$ cat src/rtl/pipe_latch_fd_dx_mw.sv
// Three independent inter-stage pipeline latches: F/D, D/X and M/W.
// Each stage stores all of its fields together, holds them while its
// enable is low, and is cleared to the all-zero nop on reset.
module pipe_latch_fd_dx_mw #(
    parameter int W = 32
) (
    input  logic         clock,
    input  logic         reset,

    input  logic         fd_en,
    input  logic [W-1:0] fd_ir_in,
    input  logic [W-1:0] fd_pc_in,
    output logic [W-1:0] fd_ir_out,
    output logic [W-1:0] fd_pc_out,

    input  logic         dx_en,
    input  logic [W-1:0] dx_ir_in,
    input  logic [W-1:0] dx_pc_in,
    input  logic [W-1:0] dx_a_in,
    input  logic [W-1:0] dx_b_in,
    output logic [W-1:0] dx_ir_out,
    output logic [W-1:0] dx_pc_out,
    output logic [W-1:0] dx_a_out,
    output logic [W-1:0] dx_b_out,

    input  logic         mw_en,
    input  logic [W-1:0] mw_ir_in,
    input  logic [W-1:0] mw_o_in,
    input  logic [W-1:0] mw_d_in,
    output logic [W-1:0] mw_ir_out,
    output logic [W-1:0] mw_o_out,
    output logic [W-1:0] mw_d_out
);

    logic [W-1:0] fdIr_q, fdIr_d;
    logic [W-1:0] fdPc_q, fdPc_d;

    logic [W-1:0] dxIr_q, dxIr_d;
    logic [W-1:0] dxPc_q, dxPc_d;
    logic [W-1:0] dxA_q,  dxA_d;
    logic [W-1:0] dxB_q,  dxB_d;

    logic [W-1:0] mwIr_q, mwIr_d;
    logic [W-1:0] mwO_q,  mwO_d;
    logic [W-1:0] mwD_q,  mwD_d;

    // F/D next state: load the whole stage on enable, otherwise hold it as a unit.
    always_comb begin
        fdIr_d = fdIr_q;
        fdPc_d = fdPc_q;
        if (fd_en) begin
            fdIr_d = fd_ir_in;
            fdPc_d = fd_pc_in;
        end
    end

    // D/X next state: instruction, PC and both operands move together.
    always_comb begin
        dxIr_d = dxIr_q;
        dxPc_d = dxPc_q;
        dxA_d  = dxA_q;
        dxB_d  = dxB_q;
        if (dx_en) begin
            dxIr_d = dx_ir_in;
            dxPc_d = dx_pc_in;
            dxA_d  = dx_a_in;
            dxB_d  = dx_b_in;
        end
    end

    // M/W next state: instruction, result and memory data move together.
    always_comb begin
        mwIr_d = mwIr_q;
        mwO_d  = mwO_q;
        mwD_d  = mwD_q;
        if (mw_en) begin
            mwIr_d = mw_ir_in;
            mwO_d  = mw_o_in;
            mwD_d  = mw_d_in;
        end
    end

    // F/D register; reset wins over enable and leaves a nop in the stage.
    always_ff @(posedge clock) begin
        if (reset) begin
            fdIr_q <= '0;
            fdPc_q <= '0;
        end else begin
            fdIr_q <= fdIr_d;
            fdPc_q <= fdPc_d;
        end
    end

    // D/X register; reset wins over enable and leaves a nop in the stage.
    always_ff @(posedge clock) begin
        if (reset) begin
            dxIr_q <= '0;
            dxPc_q <= '0;
            dxA_q  <= '0;
            dxB_q  <= '0;
        end else begin
            dxIr_q <= dxIr_d;
            dxPc_q <= dxPc_d;
            dxA_q  <= dxA_d;
            dxB_q  <= dxB_d;
        end
    end

    // M/W register; reset wins over enable and leaves a nop in the stage.
    always_ff @(posedge clock) begin
        if (reset) begin
            mwIr_q <= '0;
            mwO_q  <= '0;
            mwD_q  <= '0;
        end else begin
            mwIr_q <= mwIr_d;
            mwO_q  <= mwO_d;
            mwD_q  <= mwD_d;
        end
    end

    // Outputs come straight from the registers so no input reaches an output combinationally.
    assign fd_ir_out = fdIr_q;
    assign fd_pc_out = fdPc_q;
    assign dx_ir_out = dxIr_q;
    assign dx_pc_out = dxPc_q;
    assign dx_a_out  = dxA_q;
    assign dx_b_out  = dxB_q;
    assign mw_ir_out = mwIr_q;
    assign mw_o_out  = mwO_q;
    assign mw_d_out  = mwD_q;

endmodule

$ cat config.mk
export PLATFORM = sky130hd
export DESIGN_NAME = pipe_latch_fd_dx_mw
export DESIGN_NICKNAME = d
export VERILOG_FILES = /design/src/rtl/pipe_latch_fd_dx_mw.sv
export SDC_FILE = /design/constraint.sdc
export NUM_CORES = 1
export LEC_CHECK = 0
export BUFFER_PORTS_ARGS = -buffer_cell sky130_fd_sc_hd__buf_2
export CAP_MARGIN = 20
export CORE_AREA = 3 3 226 228
export CTS_CLUSTER_DIAMETER = 30
export DETAILED_ROUTE_END_ITERATION = 10
export DIE_AREA = 0 0 229 231
export HOLD_SLACK_MARGIN = 0.15
export PLACE_DENSITY = 0.48
export SLEW_MARGIN = 20
export SYNTH_ARGS = -nofsm -noshare
export SYNTH_HDL_FRONTEND = slang
export SYNTH_SLANG_ARGS = --single-unit
$ cat constraint.sdc
create_clock -name clock -period 1.3 [get_ports clock]
set_input_delay 0.13 -clock clock [delete_from_list [all_inputs] [get_ports clock]]
set_output_delay 0.13 -clock clock [all_outputs]
set_load 0.02 [all_outputs]
==> results of run 1 <==
[Yosys cell counts]
| master | count | share of area |
|---|---|---|
| nor2_1 | 288 | 0.11 |
| buf_12 | 4 | 0.0078 |
| dfxtp_1 | 288 | 0.56 |
| buf_4 | 12 | 0.0088 |
| buf_6 | 16 | 0.018 |
| buf_2 | 23 | 0.011 |
| mux2i_1 | 288 | 0.28 |
| buf_8 | 1 | 0.0015 |
| clkbuf_1 | 8 | 0.0029 |
[logic make-up after synthesis]
kind of cell,count (synthesis),synth area share
buf+inv,64,0.0499
mux,288,0.282
flops,288,0.563
simple gates,288,0.106
[per-stage QoR]
stage | hold WS, ns | cell area [um^2] | setup WS (ns)
after floorplan | 0.277 | 10200 | 0.411
after global placement | 0.362 | 13900 | 0.287
after detailed placement | 0.370 | 13900 | 0.268
==> flow_summary.ini, run 1 <==
[outcome]
status = aborted with a tool error
failing_step = clock tree synthesis (4_1_cts)
error = [ERROR RSZ-0060] Max buffer count reached.

[yosys]
syn_avg_cell_area_um2 = 11.0
synth-seq-cells = 288
yosysWarnings = 0
syn_nets = 1221
netlist_area_um2 = 10200
syn_inst = 928
ys_seq_area_frac = 0.563
ys_types = 9

[clocking]
cts_buffers = 72
cts.sinks = 288
cts_hold_buf = 453
cts_root_buf = clkbuf_16
h-tree-depth = 3
cts_resized = 14
postCtsSetupBuffers = 0
clockBufferDepth = 3

[floorplanning]
start_util = 0.209
dieHeight_um = 231
placementRows = 81
io_pins = 581
dieWidth_um = 229

[placement]
post-place-cells = 2133
hpwl_um = 25100
finalWeightedCongestion = 0.832
io_buffers = 580
==> inputs of run 2 (changes only) <==
- CTS_CLUSTER_DIAMETER: 30 -> not set
- HOLD_SLACK_MARGIN: 0.15 -> not set
- PLACE_DENSITY: 0.48 -> not set
- PLACE_DENSITY_LB_ADDON: not set -> 0.15
==> run 2 against run 1 <==
Against the previous run: the flow now finishes without violations; synthesized area unchanged; synthesized cell count unchanged.
==> flow_summary.ini, run 2 <==
[yosys]
ys_types = 9
syn_inst = 928
async_flop_share = 0
yosysWarnings = 0
synth_top_area_frac = 0.563
syn_nets = 1221
synth-seq-cells = 288
synth_enable_flop_cells = 0
syn_avg_cell_area_um2 = 11.0
netlist_area_um2 = 10200
ys.flop_type = dfxtp_1
synth_top_cells_by_count = 288 x dfxtp_1, 288 x mux2i_1, 288 x nor2_1, 23 x buf_2, 16 x buf_6
yosys.area.top_type = dfxtp_1
ys_seq_area_frac = 0.563
yosys-top-cells-area = dfxtp_1 56%, mux2i_1 28%, nor2_1 11%

[clocking]
postCtsSetupBuffers = 0
clkTransAtPathRegs_ns = 0.05
clockBufferDepth = 3
cts_buffers = 36
cts.sinks = 288
tritoncts = done
cts_root_buf = clkbuf_16
clock_latency_ns = 0.51
h-tree-depth = 2

[finish]
num_antenna_cells = 0
final_cells = 2495
design_area_um2 = 18000
drive_gt1_frac = 0.364
areaGrowthSynthToFinish_pct = 76.2
layout_common_cells = 575 x buf_2, 292 x dlygate4sd3_1, 288 x mux2i_1, 288 x nor2_1, 286 x dfxtp_1
layout_commonest_cell = buf_2
nets = 2100

[outcome]
status = completed

[critical_path]
setup.worst_path.start = dx_a_out[28]
crit_type = register to output port
r2r-start = fd_ir_out[2]
cpLargestDelayFamily = flip-flops
worstPathMaxFanout = 2
crit_slowest_cell = dfxtp_1
cp.arrival_ns = 1.11
critPathBufInv = 1
reg2reg_depth = 3
cp_num_cells = 1
path_cells = buf_2
critPathRequiredTime_ns = 1.17
critical-path-max-stage-delay_ns = 0.40
start_kind = register
critPathCaptureType = output port

[detailed_routing]
drt_iter0_markers = 268
drc = 0
vias_per_cell = 3.85
wl_um = 37000
first_pass_iters = 4
vias = 9617
drt.antenna.violating_nets = 0
post_drt_wl_per_cell_um = 14.8

[floorplanning]
core_um2 = 49100
dieWidth_um = 229
dieHeight_um = 231
placementRows = 81
die_area_um2 = 52900
start_util = 0.209
io_pins = 581

[global_routing]
grt-busiest-layer = met2
grt_remaining_overflow = 0
grt_pass1_vias = 10100
grt_first_pass_wirelength_um = 57000
antenna_found_initial = 0
grt.total_usage = 0.134
met1_usage = 0.154
use_met3 = 0.0445
grtUsageMet2 = 0.237
grt_max_degree = 43

[min_path]
hp-start = reset
whs_path_depth = 2
min_path_type = primary input to register

[run]
cap_violations = 0

[sta]
fin_tns_setup_ns = 0
period_minus_slack_ns = 1.24
worst_slew_pin_slew_ns = 0.399
fin_crit_sh = 0.955
fin_worst_skew_ns = 0
relSlewSlack = 0.734
rsz0062_at_grt = false
finalHoldWorstSlack_ns = 0.0317
setup_viol = 0
clock.fmax_mhz = 805
hold_viol = 0
slew_violations = 0

[placement]
hpwl_um = 26600
io_buffers = 580
postPlaceCellArea_um2 = 14000
finalWeightedCongestion = 0.830
post-place-cells = 2141

[power_and_ir_drop]
p_leak_nw = 9.24
power_density_nw_per_um2 = 1290
irDropWorstVdd_uv = 790
finalPower_w = 0.0233
## run 2: path summary, 6_finish.rpt
| kind | slack [ns] | end |
|---|---|---|
| worst max-delay path | 0.06 | dx_a_out[28] |
| worst min-delay path | 0.03 | mw_d_out[1] |
| worst min register to register | 0.48 | dx_ir_out[27] |
| worst max register to register | 0.12 | fd_ir_out[2] |
## run 2: logic make-up after synthesis
group / share of synthesized area
and+or+nand+nor: 0.106
muxes: 0.282
buffers and inverters: 0.0499
DFF: 0.563
## run 2: cell type report
class | count | area (um^2)
fill | 5052 | 31000
clock buffer | 55 | 1070
tap | 664 | 831
clock inverter | 7 | 88.8
sequential | 288 | 5770
multi-input combinational | 576 | 3960
timing repair buffer | 905 | 6320
## run 2: what timing repair did
| item | CTS | global route |
|---|---|---|
| endpoints found under the setup margin | 1 | 1 |
| hold buffers | 292 | 0 |
| gates resized for setup | 1 | 2 |
| hold endpoints to repair | 288 | 0 |
## run 2: metrics by stage
step / setup WS, ns / util
2_1_floorplan: 0.411 / -
3_3_place_gp: 0.230 / 0.285
3_5_place_dp: 0.222 / 0.285
4_1_cts: 0.0167 / 0.368
5_1_grt: 0.0166 / 0.368
6_report: 0.0585 / 0.368
## run 2: layer usage
metal | share of wire | vias up
met2 | 0.50 | 351
met1 | 0.40 | 4373
li1 | - | 4835
met4 | 0.023 | 0
met3 | 0.077 | 58
met5 | 0 | -
## run 2: report_power, final
| group | switching (W) | internal (W) | total, W |
|---|---|---|---|
| clock | 0.00378 | 0.00606 | 0.00985 |
| sequential | 0.000261 | 0.00936 | 0.00963 |
| combinational | 0.00191 | 0.00189 | 0.00380 |
| total | 0.00596 | 0.0173 | 0.0233 |
(Power assumes the default switching activity.)
==> inputs of run 3 (changes only) <==
- MAX_ROUTING_LAYER: not set -> met4
==> run 3 against run 2 <==
Against the previous run: worst hold slack lost 0.0014 ns; fmax grew 0.52%; final area is the same; sequential share of layout area is the same; critical path depth is the same; wire length shrank 0.14%; clock power is essentially flat; setup slack gained 0.0065 ns; cell count is the same; sequential cell count is the same; register-to-register slack is essentially flat; largest cell class unchanged; highest routed layer unchanged.
==> flow_summary.ini, run 3 (synthesis gave the netlist of run 2 again) <==
[outcome]
status = completed

[sta]
period_minus_slack_ns = 1.24
rsz0062_at_grt = false
slew_violations = 0
fin_crit_sh = 0.950
fin_tns_setup_ns = 0
hold_viol = 0
worst_slew_pin_slew_ns = 0.398
setup_slack_ns = 0.0650
clock.fmax_mhz = 810
setup_viol = 0
relSlewSlack = 0.735
fin_worst_skew_ns = 0

[finish]
drive_gt1_frac = 0.364
num_antenna_cells = 0
layout_commonest_cell = buf_2
design_area_um2 = 18000
nFillCells = 5052
layout_common_cells = 575 x buf_2, 292 x dlygate4sd3_1, 288 x mux2i_1, 288 x nor2_1, 286 x dfxtp_1
areaGrowthSynthToFinish_pct = 76.2
final_cells = 2495
nets = 2100
fin_util = 0.368

[floorplanning]
io_pins = 581
die_area_um2 = 52900
dieWidth_um = 229
core_um2 = 49100
placementRows = 81
start_util = 0.209
dieHeight_um = 231

[global_routing]
grt.total_usage = 0.138
grt_first_pass_wirelength_um = 56900
grt_pass1_vias = 10100
grt_remaining_overflow = 0
grt_max_degree = 43
antenna_found_initial = 0

[critical_path]
crit_type = register to output port
critical-path-max-stage-delay_ns = 0.39
worstPathMaxFanout = 2
path_cells = buf_2
cp.arrival_ns = 1.11
cpLargestDelayFamily = flip-flops
start_kind = register
critPathRequiredTime_ns = 1.17
critPathCaptureType = output port
crit_slowest_cell = dfxtp_1
critPathBufInv = 1

[placement]
io_buffers = 580
hpwl_um = 26600
post-place-cells = 2141
postPlaceCellArea_um2 = 14000
post-place-ws_ns = 0.222
finalWeightedCongestion = 0.843

[clocking]
cts_root_buf = clkbuf_16
cts.sinks = 288
h-tree-depth = 2
tritoncts = done
cts_buffers = 36
postCtsSetupBuffers = 0
clock_latency_ns = 0.51
clkTransAtPathRegs_ns = 0.05
clockBufferDepth = 3

[detailed_routing]
post_drt_wl_per_cell_um = 14.8
drt_iter0_markers = 266
drt.antenna.violating_nets = 0
first_pass_iters = 4
vias_per_cell = 3.87
drc = 0
wl_um = 36900
vias = 9655

[power_and_ir_drop]
irDropWorstVdd_uv = 793
power_density_nw_per_um2 = 1290
p_leak_nw = 9.24

[min_path]
min_path_type = primary input to register

[run]
cap_violations = 0
run 3: stage by stage:
step                      hold slack, ns  power (W)
final                             0.0303     0.0233
after global placement             0.362     0.0129
after global routing              0.0351     0.0244
after floorplan                    0.277     0.0116
after detailed placement           0.371     0.0129
after CTS                         0.0145     0.0237
run 3: cell type report:
class / count / area, um^2 / share of cell area
Clock buffer: 55 / 1070 / 0.0595
Clock inverter: 7 / 88.8 / 0.00492
Multi-Input combinational cell: 576 / 3960 / 0.220
Sequential cell: 288 / 5770 / 0.320
Tap cell: 664 / 831 / 0.0460
Timing Repair Buffer: 905 / 6320 / 0.350
run 3: worst paths after layout:
check                                  start           end  slack [ns]  depth (start not counted)
worst max-delay path            dx_a_out[28]  dx_a_out[28]        0.06                          1
worst min-delay path                   reset  mw_d_out[31]        0.03                          2
worst max register to register  fd_ir_out[2]  fd_ir_out[2]        0.12                          3
worst min register to register   mw_o_out[9]   mw_o_out[9]        0.48                          2
run 3: timing repair:
action | 4_1_cts | 5_1_grt
gates cloned | 0 | 0
hold endpoints to repair | 288 | 0
gates resized for setup | 1 | 2
hold buffers | 292 | 0
pin swaps | 0 | 0
setup endpoints to repair | 1 | 1
run 3: where the power goes:
group          switching (W)  leakage [nW]  total (W)  internal, W
registers           0.000261          2.38    0.00963      0.00936
logic                0.00192          6.29    0.00380      0.00189
clock network        0.00377         0.573    0.00983      0.00606
run 3: per-layer routing:
layer / global-route usage / routed length [um] / vias to the layer above
met2: 0.237 / 18500 / 357
met3: 0.0400 / 2680 / 60
met4: 0.0400 / 862 / 0
met5: - / 0 / -
li1: - / - / 4837
met1: 0.156 / 14900 / 4401
==> inputs of run 4 (changes only) <==
- clock period: 1.3 -> 1.2 ns (I/O delays scaled with it)
==> run 4 against run 3 <==
Against the previous run: cell count up 0.32%; worst hold slack worse by 0.035 ns; final area up 3.9%; sequential cell count unchanged; critical path type is now register to register; setup slack worse by 0.028 ns; the flow now finishes with violations (negative hold slack); die area unchanged; wire length up 2.7%; clock skew unchanged; sequential power up 9%; power up 11%; sequential share of layout area down 0.91 points.
==> flow_summary.ini, run 4 (synthesis gave the netlist of run 2 again) <==
[global_routing]
grt_max_degree = 45
grt_remaining_overflow = 0
grt_first_pass_wirelength_um = 58200
grt_pass1_vias = 10400
antenna_found_initial = 0
grt.total_usage = 0.142

[sta]
fin_crit_sh = 0.969
period_minus_slack_ns = 1.16
clock.fmax_mhz = 860
finalHoldWorstSlack_ns = -0.00507
fin_worst_skew_ns = 0
hold_viol = 1
relSlewSlack = 0.797
setup_viol = 0
slew_violations = 0
worst_slew_pin_slew_ns = 0.305

[floorplanning]
io_pins = 581
placementRows = 81
start_util = 0.209
dieWidth_um = 229
die_area_um2 = 52900
core_um2 = 49100
dieHeight_um = 231

[detailed_routing]
vias_per_cell = 3.91
drc = 0
drt_iter0_markers = 230
top_layer = met4
routed-wl-met3_um = 2700
wl_met1_um = 15000
route.met2.wl_um = 19100
drt.antenna.violating_nets = 0
vias = 9775
post_drt_wl_per_cell_um = 15.1
wl_um = 37900
first_pass_iters = 5

[critical_path]
critPathRequiredTime_ns = 1.61
critical-path-max-stage-delay_ns = 0.57
r2r-start = dx_a_out[31]
crit_type = register to register
rrSetupSlack_ns = 0.04
start_kind = register
r2r-end = dx_a_out[31]
crit_slowest_cell = dlygate4sd3_1
critPathCaptureType = register
worstPathMaxFanout = 2
cp.arrival_ns = 1.57
reg2reg_depth = 3
path_cells = mux2i_1 > nor2_1 > dlygate4sd3_1

[outcome]
status = finished, violations left
violations = negative hold slack

[finish]
drive_gt1_frac = 0.385
layout_commonest_cell = buf_2
layout_common_cells = 397 x buf_2, 302 x dlygate4sd3_1, 288 x mux2i_1, 288 x nor2_1, 244 x dfxtp_1
num_antenna_cells = 0
design_area_um2 = 18700
nets = 2108
areaGrowthSynthToFinish_pct = 83.1

[min_path]
whs_path_depth = 3
hp-start = fd_en
hold_path_end = fd_ir_out[12]
min_path_type = primary input to register

[clocking]
clkTransAtPathRegs_ns = 0.06
cts_root_buf = clkbuf_16
cts_buffers = 35
postCtsSetupBuffers = 0
clock_latency_ns = 0.52
h-tree-depth = 2
cts.sinks = 288
tritoncts = done
clockBufferDepth = 3

[power_and_ir_drop]
power_density_nw_per_um2 = 1370
p_leak_nw = 9.39
finalPower_w = 0.0257
irDropWorstVdd_uv = 956

[run]
cap_violations = 0

[placement]
postPlaceCellArea_um2 = 13900
finalWeightedCongestion = 0.803
hpwl_um = 26700
io_buffers = 580
-- run 4: worst max path at each step --
stage,cells past startpoint,endpoint,slack (ns),startpoint
2_1_floorplan,5,mw_ir_out[0],0.32,mw_en
3_3_place_gp,4,dx_pc_out[18],0.18,dx_en
3_5_place_dp,5,mw_ir_out[2],0.18,mw_en
4_1_cts,1,mw_ir_out[14],0.0002,mw_ir_out[14]
5_1_grt,1,fd_pc_out[3],-0.02,fd_pc_out[3]
6_report,3,dx_a_out[31],0.04,dx_a_out[31]
-- run 4: cell type report --
type	count	area [um^2]
tap	664	831
clock inverter	9	124
timing repair buffer	914	6950
multi-input combinational	576	3960
sequential	288	5820
fill	4958	30300
clock buffer	52	1060
-- run 4: routing by layer --
| layer | vias up | GRT usage |
|---|---|---|
| li1 | 4850 | - |
| met1 | 4498 | 0.155 |
| met2 | 362 | 0.249 |
| met3 | 65 | 0.0391 |
| met4 | 0 | 0.0447 |
| met5 | - | - |
-- run 4: critical path, delay by kind of cell, from the launching register on --
family | cells | cell delay (ns)
multiplexers | 1 | 0.12
buffers and inverters | 1 | 0.57
flip-flops | 1 | 0.31
AND/OR/NAND/NOR | 1 | 0.06
-- run 4: through the flow --
stage               utilization  setup TNS [ns]  worst slack [ns]  instances
floorplan                     -               0             0.321        928
global placement          0.284               0             0.184       2138
detailed placement        0.284               0             0.178       2138
CTS                       0.376               0          0.000197       2513
global route              0.382         -0.0716           -0.0204       2503
finish                    0.382               0            0.0369       2503
-- run 4: where the power goes --
part	total (W)	internal, W	switching (W)
combinational	0.00437	0.00228	0.00209
clock	0.0109	0.00675	0.00413
sequential	0.0105	0.0102	0.000313
total	0.0257	0.0192	0.00653
-- run 4: timing repair --
item / CTS / global route
hold buffers: 314 / 0
hold endpoints to repair: 288 / 0
setup endpoints to repair: 69 / 153
gates resized for setup: 88 / 178
gates cloned: 0 / 0
